$ cat config.mk
export PLATFORM = sky130hd
export DESIGN_NAME = alu_reg_sequencer_flat
export DESIGN_NICKNAME = d
export VERILOG_FILES = /design/src/rtl/alu_reg_sequencer_if.sv /design/src/rtl/alu_reg_sequencer.sv /design/src/flat_wrapper.sv
export SDC_FILE = /design/constraint.sdc
export NUM_CORES = 1
export LEC_CHECK = 0
export BUFFER_PORTS_ARGS = -buffer_cell sky130_fd_sc_hd__clkbuf_2
export CAP_MARGIN = 30
export CORE_MARGIN = 2
export CORE_UTILIZATION = 46
export CTS_BUF_LIST = sky130_fd_sc_hd__clkbuf_2 sky130_fd_sc_hd__clkbuf_4 sky130_fd_sc_hd__clkbuf_8
export DETAILED_ROUTE_END_ITERATION = 6
export PLACE_DENSITY = 0.77
export SLEW_MARGIN = 0
export SYNTH_ARGS = -nofsm -noshare
export SYNTH_HDL_FRONTEND = slang
export SYNTH_SLANG_ARGS = --single-unit
$ cat constraint.sdc
create_clock -name clk -period 2 [get_ports clk]
set_input_delay 0 -clock clk [delete_from_list [all_inputs] [get_ports clk]]
set_output_delay 0 -clock clk [all_outputs]
set_load 0.01 [all_outputs]
$ cat src/rtl/alu_reg_sequencer_if.sv
// Command channel between a command source and alu_reg_sequencer.
// Handshake: a command transfers on a rising clk edge where cmd_valid && cmd_ready;
// the source may change cmd_* freely after that edge, and done/result form a one-cycle completion beat.
interface alu_reg_sequencer_if #(
  parameter int W = 4
);
  logic         cmd_valid;
  logic         cmd_ready;
  logic [2:0]   cmd_op;
  logic [2:0]   cmd_oc;
  logic [W-1:0] cmd_imm;
  logic         cmd_fill;
  logic         done;
  logic [W-1:0] result;
  logic         busy;

  modport master (
    output cmd_valid, cmd_op, cmd_oc, cmd_imm, cmd_fill,
    input  cmd_ready, done, result, busy
  );

  modport slave (
    input  cmd_valid, cmd_op, cmd_oc, cmd_imm, cmd_fill,
    output cmd_ready, done, result, busy
  );
endinterface

$ cat src/rtl/alu_reg_sequencer.sv
// Command sequencer that treats an external shift/count register plus a 4-bit ALU
// as one accumulator: it strobes register controls, drives ALU operands and writes results back.
module alu_reg_sequencer #(
  parameter int W     = 4,
  parameter int CNT_W = 4
) (
  input  logic                 clk,
  input  logic                 rst_n,
  alu_reg_sequencer_if.slave   cmd,
  output logic                 reg_cl,
  output logic                 reg_ld,
  output logic                 reg_inc,
  output logic                 reg_dec,
  output logic                 reg_sr,
  output logic                 reg_ir,
  output logic                 reg_sl,
  output logic                 reg_il,
  output logic [W-1:0]         reg_in,
  input  logic [W-1:0]         reg_out,
  output logic [2:0]           alu_oc,
  output logic [W-1:0]         alu_a,
  output logic [W-1:0]         alu_b,
  input  logic [W-1:0]         alu_f,
  output logic [2:0]           state_dbg
);

  typedef enum logic [2:0] {
    IDLE     = 3'd0,
    STEP     = 3'd1,
    ALU_EVAL = 3'd2,
    ALU_WB   = 3'd3,
    REPEAT   = 3'd4,
    DONE     = 3'd5
  } state_t;

  localparam logic [2:0] OP_NOP   = 3'd0;
  localparam logic [2:0] OP_LOAD  = 3'd1;
  localparam logic [2:0] OP_CLEAR = 3'd2;
  localparam logic [2:0] OP_ALU   = 3'd3;
  localparam logic [2:0] OP_SHL   = 3'd4;
  localparam logic [2:0] OP_SHR   = 3'd5;
  localparam logic [2:0] OP_INC   = 3'd6;
  localparam logic [2:0] OP_DEC   = 3'd7;

  state_t             state_q, state_d;
  logic [CNT_W-1:0]   cnt_q, cnt_d;
  logic [2:0]         op_q, op_d;
  logic               fill_q, fill_d;
  logic               ready_q, ready_d;
  logic               done_q, done_d;
  logic               busy_q, busy_d;
  logic               cl_d, ld_d, inc_d, dec_d, sr_d, ir_d, sl_d, il_d;
  logic [W-1:0]       reg_in_d;
  logic [2:0]         alu_oc_d;
  logic [W-1:0]       alu_a_d, alu_b_d;
  logic               rep_on;
  logic [2:0]         rep_op;
  logic               rep_fill;
  logic               accept;
  logic [CNT_W-1:0]   imm_cnt;

  assign accept  = cmd.cmd_valid && ready_q;
  assign imm_cnt = CNT_W'(cmd.cmd_imm);

  always_comb begin
    state_d  = state_q;
    cnt_d    = cnt_q;
    op_d     = op_q;
    fill_d   = fill_q;
    ready_d  = 1'b0;
    cl_d     = 1'b0;
    ld_d     = 1'b0;
    inc_d    = 1'b0;
    dec_d    = 1'b0;
    sr_d     = 1'b0;
    ir_d     = 1'b0;
    sl_d     = 1'b0;
    il_d     = 1'b0;
    reg_in_d = '0;
    alu_oc_d = '0;
    alu_a_d  = '0;
    alu_b_d  = '0;
    rep_on   = 1'b0;
    rep_op   = op_q;
    rep_fill = fill_q;

    case (state_q)
      IDLE: begin
        ready_d = 1'b1;
        if (accept) begin
          ready_d = 1'b0;
          op_d    = cmd.cmd_op;
          fill_d  = cmd.cmd_fill;
          case (cmd.cmd_op)
            OP_NOP:   state_d = DONE;
            OP_LOAD: begin
              state_d  = STEP;
              ld_d     = 1'b1;
              reg_in_d = cmd.cmd_imm;
            end
            OP_CLEAR: begin
              state_d = STEP;
              cl_d    = 1'b1;
            end
            OP_ALU: begin
              // reg_out is snapshotted here so operand A is the value before any write-back
              state_d  = ALU_EVAL;
              alu_oc_d = cmd.cmd_oc;
              alu_a_d  = reg_out;
              alu_b_d  = cmd.cmd_imm;
            end
            default: begin
              if (imm_cnt == '0) begin
                state_d = DONE;
              end else begin
                state_d  = REPEAT;
                cnt_d    = imm_cnt;
                rep_on   = 1'b1;
                rep_op   = cmd.cmd_op;
                rep_fill = cmd.cmd_fill;
              end
            end
          endcase
        end
      end
      STEP:     state_d = DONE;
      ALU_EVAL: begin
        state_d  = ALU_WB;
        ld_d     = 1'b1;
        reg_in_d = alu_f;
      end
      ALU_WB:   state_d = DONE;
      REPEAT: begin
        // The strobe already covered this cycle; keep it up until the count is spent
        cnt_d = cnt_q - CNT_W'(1);
        if (cnt_q == CNT_W'(1)) begin
          state_d = DONE;
        end else begin
          rep_on = 1'b1;
        end
      end
      DONE: begin
        state_d = IDLE;
        ready_d = 1'b1;
      end
      default: state_d = IDLE;
    endcase

    if (rep_on) begin
      case (rep_op)
        OP_SHL: begin
          sl_d = 1'b1;
          il_d = rep_fill;
        end
        OP_SHR: begin
          sr_d = 1'b1;
          ir_d = rep_fill;
        end
        OP_INC:  inc_d = 1'b1;
        OP_DEC:  dec_d = 1'b1;
        default: ;
      endcase
    end

    done_d = (state_d == DONE);
    busy_d = (state_d != IDLE);
  end

  always_ff @(posedge clk or negedge rst_n) begin
    if (!rst_n) begin
      state_q <= IDLE;
      cnt_q   <= '0;
      op_q    <= '0;
      fill_q  <= 1'b0;
      ready_q <= 1'b0;
      done_q  <= 1'b0;
      busy_q  <= 1'b0;
      reg_cl  <= 1'b0;
      reg_ld  <= 1'b0;
      reg_inc <= 1'b0;
      reg_dec <= 1'b0;
      reg_sr  <= 1'b0;
      reg_ir  <= 1'b0;
      reg_sl  <= 1'b0;
      reg_il  <= 1'b0;
      reg_in  <= '0;
      alu_oc  <= '0;
      alu_a   <= '0;
      alu_b   <= '0;
    end else begin
      state_q <= state_d;
      cnt_q   <= cnt_d;
      op_q    <= op_d;
      fill_q  <= fill_d;
      ready_q <= ready_d;
      done_q  <= done_d;
      busy_q  <= busy_d;
      reg_cl  <= cl_d;
      reg_ld  <= ld_d;
      reg_inc <= inc_d;
      reg_dec <= dec_d;
      reg_sr  <= sr_d;
      reg_ir  <= ir_d;
      reg_sl  <= sl_d;
      reg_il  <= il_d;
      reg_in  <= reg_in_d;
      alu_oc  <= alu_oc_d;
      alu_a   <= alu_a_d;
      alu_b   <= alu_b_d;
    end
  end

  assign cmd.cmd_ready = ready_q;
  assign cmd.done      = done_q;
  assign cmd.busy      = busy_q;
  // The register updates on the edge that enters DONE, so result gates its live output
  assign cmd.result    = done_q ? reg_out : '0;
  assign state_dbg     = state_q;

endmodule

$ cat src/flat_wrapper.sv
// flat-port wrapper written by rule: the top's interface ports become plain ports
module alu_reg_sequencer_flat 
#(
  parameter int W     = 4,
  parameter int CNT_W = 4
)
  (clk, rst_n, reg_cl, reg_ld, reg_inc, reg_dec, reg_sr, reg_ir, reg_sl, reg_il, reg_in, reg_out, alu_oc, alu_a, alu_b, alu_f, state_dbg, cmd_cmd_valid, cmd_cmd_op, cmd_cmd_oc, cmd_cmd_imm, cmd_cmd_fill, cmd_cmd_ready, cmd_done, cmd_result, cmd_busy);
  alu_reg_sequencer_if #(.W(W)) cmd_i ();
  input  logic clk;
  input  logic rst_n;
  output logic reg_cl;
  output logic reg_ld;
  output logic reg_inc;
  output logic reg_dec;
  output logic reg_sr;
  output logic reg_ir;
  output logic reg_sl;
  output logic reg_il;
  output logic [W-1:0] reg_in;
  input  logic [W-1:0] reg_out;
  output logic [2:0] alu_oc;
  output logic [W-1:0] alu_a;
  output logic [W-1:0] alu_b;
  input  logic [W-1:0] alu_f;
  output logic [2:0] state_dbg;
  input wire logic [$bits(cmd_i.cmd_valid)-1:0] cmd_cmd_valid;
  input wire logic [$bits(cmd_i.cmd_op)-1:0] cmd_cmd_op;
  input wire logic [$bits(cmd_i.cmd_oc)-1:0] cmd_cmd_oc;
  input wire logic [$bits(cmd_i.cmd_imm)-1:0] cmd_cmd_imm;
  input wire logic [$bits(cmd_i.cmd_fill)-1:0] cmd_cmd_fill;
  output wire logic [$bits(cmd_i.cmd_ready)-1:0] cmd_cmd_ready;
  output wire logic [$bits(cmd_i.done)-1:0] cmd_done;
  output wire logic [$bits(cmd_i.result)-1:0] cmd_result;
  output wire logic [$bits(cmd_i.busy)-1:0] cmd_busy;
  assign cmd_i.cmd_valid = cmd_cmd_valid;
  assign cmd_i.cmd_op = cmd_cmd_op;
  assign cmd_i.cmd_oc = cmd_cmd_oc;
  assign cmd_i.cmd_imm = cmd_cmd_imm;
  assign cmd_i.cmd_fill = cmd_cmd_fill;
  assign cmd_cmd_ready = cmd_i.cmd_ready;
  assign cmd_done = cmd_i.done;
  assign cmd_result = cmd_i.result;
  assign cmd_busy = cmd_i.busy;
  alu_reg_sequencer #(.W(W), .CNT_W(CNT_W)) u_core (.clk(clk), .rst_n(rst_n), .cmd(cmd_i), .reg_cl(reg_cl), .reg_ld(reg_ld), .reg_inc(reg_inc), .reg_dec(reg_dec), .reg_sr(reg_sr), .reg_ir(reg_ir), .reg_sl(reg_sl), .reg_il(reg_il), .reg_in(reg_in), .reg_out(reg_out), .alu_oc(alu_oc), .alu_a(alu_a), .alu_b(alu_b), .alu_f(alu_f), .state_dbg(state_dbg));
endmodule
## Word level (Yosys, flattened, before mapping)

Cells that the tools add are included.
W data, S select, Z words.

| operators by class | value |
|---|---|
| $add $sub $neg | 1 |
| equal/unequal tests | 17 |
| muxes and demuxes | 55 |
| reduce and logical (&&, ||, !) cells | 11 |

Operators with widths:

| kind | number |
|---|---|
| $mux W4 | 12 |
| $mux W1 | 27 |
| $mux W3 | 9 |
| $eq A3 B3 Y1 const B | 7 |
| $pmux W4 S2 | 2 |
| $eq A3 B2 Y1 const B | 4 |
| $pmux W3 S4 | 1 |
| $pmux W3 S3 | 1 |
| $eq A3 B1 Y1 const B | 2 |
| $logic_not A3 Y1 | 2 |
| $pmux W1 S2 | 3 |
| $eq A4 B1 Y1 const B | 1 |
| $logic_not A4 Y1 | 1 |
| $ne A2 B2 Y1 const B | 2 |
| $reduce_and A4 Y1 | 1 |
| $reduce_or A2 Y1 | 2 |
| $reduce_or A4 Y1 | 1 |
| $sub A4 B1 Y4 const B | 1 |
| $reduce_bool A3 Y1 | 1 |
| $ne A2 B1 Y1 const B | 1 |
| $reduce_and A2 Y1 | 1 |
| $reduce_bool A2 Y1 | 1 |
| $logic_and A1 B1 Y1 | 1 |

| word-level totals | value |
|---|---|
| register bits after elaboration | 37 |
| word-level logic and storage cells | 103 |

## Depth between registers and ports, before layout

| depth | value |
|---|---|
| depth in word-level cells | 8 |
| mapped depth | 8 |
| mapped depth without buffers | 6 |

## Least setup slack after synthesis

No wires, ideal clock.

| path | value |
|---|---|
| path kind | flip-flop to flip-flop |
| from | reg u_core.state_q[0], in the netlist u_core.state_dbg[0] |
| to | reg u_core.reg_sl |
| library setup time | 78 ps |
| arrival time | 1903 ps |
| required time | 1922 ps |
| slack | 19 ps |
| stages on the path, launching flop included | 8 |
| path buffers | 3 |
| clock period less this slack | 1981 ps |
| path through | dfrtp_1 > buf_6 > or2_1 > buf_6 > or3_4 > buf_6 > or4_1 > o21ai_1 |

| on the way | value |
|---|---|
| longest elaborated chain between the ends | 5 |

Ends and longest elaborated chain:

| what | line | RTL |
|---|---|---|
| from (decl) | alu_reg_sequencer.sv:45 | `state_t state_q, state_d;` |
| from (signal assigned) | alu_reg_sequencer.sv:191 | `state_q <= state_d;` |
| $logic_not A3 Y1 | alu_reg_sequencer.sv:87 | `case (state_q)` |
| $mux W3 | alu_reg_sequencer.sv:87 |  |
| $eq A3 B3 Y1 | alu_reg_sequencer.sv:150 | `case (rep_op)` |
| $mux W1 | alu_reg_sequencer.sv:150 |  |
| $mux W1 * | alu_reg_sequencer.sv:149 | `if (rep_on) begin` |
| named net u_core.sl_d | alu_reg_sequencer.sv:52 | `logic cl_d, ld_d, inc_d, dec_d, sr_d, ir_d, sl_d, il_d;` |
| to (signal assigned) | alu_reg_sequencer.sv:204 | `reg_sl <= sl_d;` |
| to (decl) | alu_reg_sequencer.sv:16 | `output logic reg_sl,` |

Mark *: on every way through the listed nets, which the timed path passes. The rest lies on a longest branch.
A chain may end at the register's enable or synchronous reset.

## Worst setup path in the final report

| path | value |
|---|---|
| from | in cmd_cmd_imm[1] |
| to | reg u_core.cnt_q[1] |

| on the way | value |
|---|---|
| longest elaborated chain between the ends | 4 |

Ends and longest elaborated chain:

| what | line | RTL |
|---|---|---|
| from (decl) | flat_wrapper.sv:29 | `input wire logic [$bits(cmd_i.cmd_imm)-1:0] cmd_cmd_imm;` |
| $mux W4 | alu_reg_sequencer.sv:113 | `if (imm_cnt == '0) begin` |
| $mux W4 | alu_reg_sequencer.sv:94 | `case (cmd.cmd_op)` |
| $mux W4 | alu_reg_sequencer.sv:90 | `if (accept) begin` |
| $pmux W4 S2 | alu_reg_sequencer.sv:87 |  |
| to (signal assigned) | alu_reg_sequencer.sv:192 | `cnt_q <= cnt_d;` |
| to (decl) | alu_reg_sequencer.sv:46 | `logic [CNT_W-1:0] cnt_q, cnt_d;` |

Several ways; a longest one is shown, not always the timed one. The select of a mux whose other input is x is not followed.

==> summary.txt <==
outcome -> completed
filler-free cell count of the finished design -> 275
hold path start -> cmd_cmd_valid
Inst Count DP -> 247
Post-synth EDFFs -> 0
commonest non-fill, non-tap cells in the layout -> 54 x clkbuf_2, 37 x dfrtp_1, 20 x nand2_1, 20 x dlygate4sd3_1, 16 x and2_1
via count -> 1424
sequential area share after synthesis -> 0.574
slew margin rel. -> 0.423
routed wire length per instance -> 13.7 µm
Max Root-Sink Buffers -> 2
Nets -> 252
# clock sinks -> 37
CP Buf/Inv Count -> 3
Netlist cell types -> 41
clock network power share -> 0.166
Seq pwr share -> 0.448
Initial Utilization -> 0.480
Switching Fraction -> 0.361
Least-Margin Pin Slew -> 0.866 ns
Reg area -> 926 µm²
post-synth top area share -> 0.574
Worst EP arrival -> 2.02 ns
hold crit path type -> primary input to flip-flop
Initial DRC Count -> 109
Fillers -> 290
first-pass GRT wire length -> 6.47 mm
Final TNS setup -> 0 ns
H-tree level count -> 2
CP cell instances -> dlygate4sd3_1 -> clkbuf_2 -> o41ai_1 -> buf_4 -> nor2_1 -> o21ai_0 -> mux2_2
Synth area leaders -> dfrtp_1 57%, and2_1 6.2%, nand2_1 4.7%
global route total overflow -> 0
Post-synth ARST share -> 1.00
startpoint class of the critical path -> primary input
slowest cell on the critical path -> dlygate4sd3_1
fmax -> 558 MHz
initial antenna violation count -> 0
post-route cell area -> 2210 µm²
# rows -> 21
largest net degree at the start of global routing -> 38
routed vias/inst -> 5.18
CTS tree -> built
Synth area leader -> dfrtp_1
Primary FF master, synth -> dfrtp_1
yosys warns -> 0
DP Wirelength -> 2.56 mm
Mapped Cells -> 145
number of global-route vias before repair -> 1388
critical path required time -> 2.23 ns
clock slew at reported path FFs -> 0.10 ns
number of max-cap violations -> 0
area grow syn2layout -> 37.1%
Combinational Power Share -> 0.386
I/O Buffers -> 54
Final Hold Viols -> 0
commonest non-fill, non-tap cell in the layout -> clkbuf_2
syn nets -> 169
VDD IR max -> 574 µV
Setup Skew -> 0.00869 ns
CP Launch Point -> cmd_cmd_imm[1]
die height -> 63.2 µm
GRT Util Overall -> 0.209
placed cell areas -> 1960 µm²
RSZ-0062 raised after global routing -> false
Final ANT Viol Nets -> 0
antenna cells -> 0
syn avg cell area -> 11.1 µm²
die width -> 63.2 µm
Max stage delay on crit path -> 0.53 ns
final period utilization -> 0.896
#FFs+latches synth -> 37
Max Fanout on Critical Path -> 5
clk_lat worst skew -> 0.34 ns
DIE AREA -> 4000 µm²
max-slew violations -> 0
Initial DRT Pass Iterations -> 4
PwrDens -> 1040 nW/µm²
core area -> 3360 µm²
Post-Syn Area -> 1610 µm²
CP endpoint kind -> flip-flop
NetSw -> 0.000829 W
WL final -> 3.78 mm
Leakage -> 1.16 nW
Internal Pwr Total -> 0.00147 W
WS Path Type -> primary input to flip-flop
multi-input logic area -> 626 µm²
CTS root buffer -> clkbuf_4
layout cells sized above 1 -> 0.341
Inserted Clock Buffers -> 5
io pins -> 55
post-cts resize count -> 0
RR Startpoint -> u_core.state_dbg[0]
Remaining DRCs -> 0
Setup violations, final -> 0
gpl congestion -> 0.844
min cycle time layout -> 1.79 ns
CP delay by family, top -> buffers and inverters
[sequential cells by signal, summed over array words and instances, names as in the netlist]
| register | flops |
|---|---|
| u_core.fill_q | 1 |
| u_core.cmd.busy | 1 |
| u_core.cnt_q | 4 |
| u_core.reg_cl | 1 |
| u_core.reg_ir | 1 |
| u_core.alu_b | 4 |
| u_core.reg_ld | 1 |
| u_core.cmd.done | 1 |
| u_core.reg_sr | 1 |
| u_core.state_dbg | 3 |
| u_core.cmd.cmd_ready | 1 |
| u_core.reg_inc | 1 |
| u_core.alu_oc | 3 |
| u_core.op_q | 3 |
| u_core.reg_in | 4 |
| u_core.reg_dec | 1 |
| u_core.reg_il | 1 |
| u_core.alu_a | 4 |
| u_core.reg_sl | 1 |
[area by class of cell]
class / count / share of cell area
flip-flops and latches: 37 / 0.418
repair buffers: 83 / 0.243
multi-input cells: 98 / 0.283
clock inverters: 2 / 0.00452
clock buffers: 6 / 0.0204
well taps: 46 / 0.0260
inverters: 3 / 0.00509
[worst min-delay path, cell delays in order]
cell and delay [ns]:
clkbuf_2 0.08, and2_1 0.17, or3_1 0.12, a21oi_1 0.06
[timing repair]
item / 4_1_cts / 5_1_grt
hold buffers: 20 / 0
hold endpoints to repair: 58 / 0
buffers inserted: 0 / 0
[Yosys cell counts (all sizes together), types with 3 or more instances]
| cell type | count |
|---|---|
| nor2 | 8 |
| nand2 | 20 |
| o22ai | 3 |
| o21ai | 6 |
| clkbuf | 3 |
| buf | 4 |
| inv | 3 |
| dfrtp | 37 |
| a21oi | 5 |
| a22o | 4 |
| or2 | 3 |
| and2 | 16 |
[cell families after synthesis]
group | count (synthesis) | synth area share
AOI/OAI and AO/OA | 29 | 0.127
adders and majority gates | 2 | 0.0155
buffers and inverters | 10 | 0.0388
DFF | 37 | 0.574
and+or+nand+nor | 66 | 0.238
muxes | 1 | 0.00698
[final timing paths]
check	end	cells after the start	slack, ns
max in group asynchronous	u_core.reg_ld	2	1.16
worst max-delay path	u_core.cnt_q[1]	7	0.21
worst min register to register	u_core.op_q[2]	2	0.52
worst min-delay path	u_core.cmd.cmd_ready	4	0.12
worst max register to register	u_core.reg_sl	4	0.21
min in group asynchronous	u_core.reg_in[0]	2	0.31
[routing by layer]
metal / routed length (µm) / GRT usage / up-vias
li1: - / - / 678
met1: 1610 / 0.262 / 671
met2: 1830 / 0.339 / 64
met3: 246 / 0.0589 / 11
met4: 89 / 0.0870 / 0
met5: 0 / 0 / -
[power groups by stage]
stage | clock network, W | logic [W] | registers, W
global placement | 0 | 0.000829 | 0.00103
finish | 0.000381 | 0.000888 | 0.00103
global route | 0.000441 | 0.000993 | 0.00105
CTS | 0.000399 | 0.000885 | 0.00103
detailed placement | 0 | 0.000853 | 0.00104
floorplan | 0 | 0.000569 | 0.00105
[stage by stage]
stage          hold slack (ns)  worst slack, ns  power [W]  utilization
2_1_floorplan           -0.296           0.0192    0.00162            -
6_report                 0.123            0.208    0.00230        0.658
3_3_place_gp             0.141            0.284    0.00186        0.582
5_1_grt                  0.107           0.0706    0.00249        0.658
3_5_place_dp             0.166            0.247    0.00189        0.582
4_1_cts                 0.0914            0.213    0.00231        0.658
(Power assumes the default switching activity.)
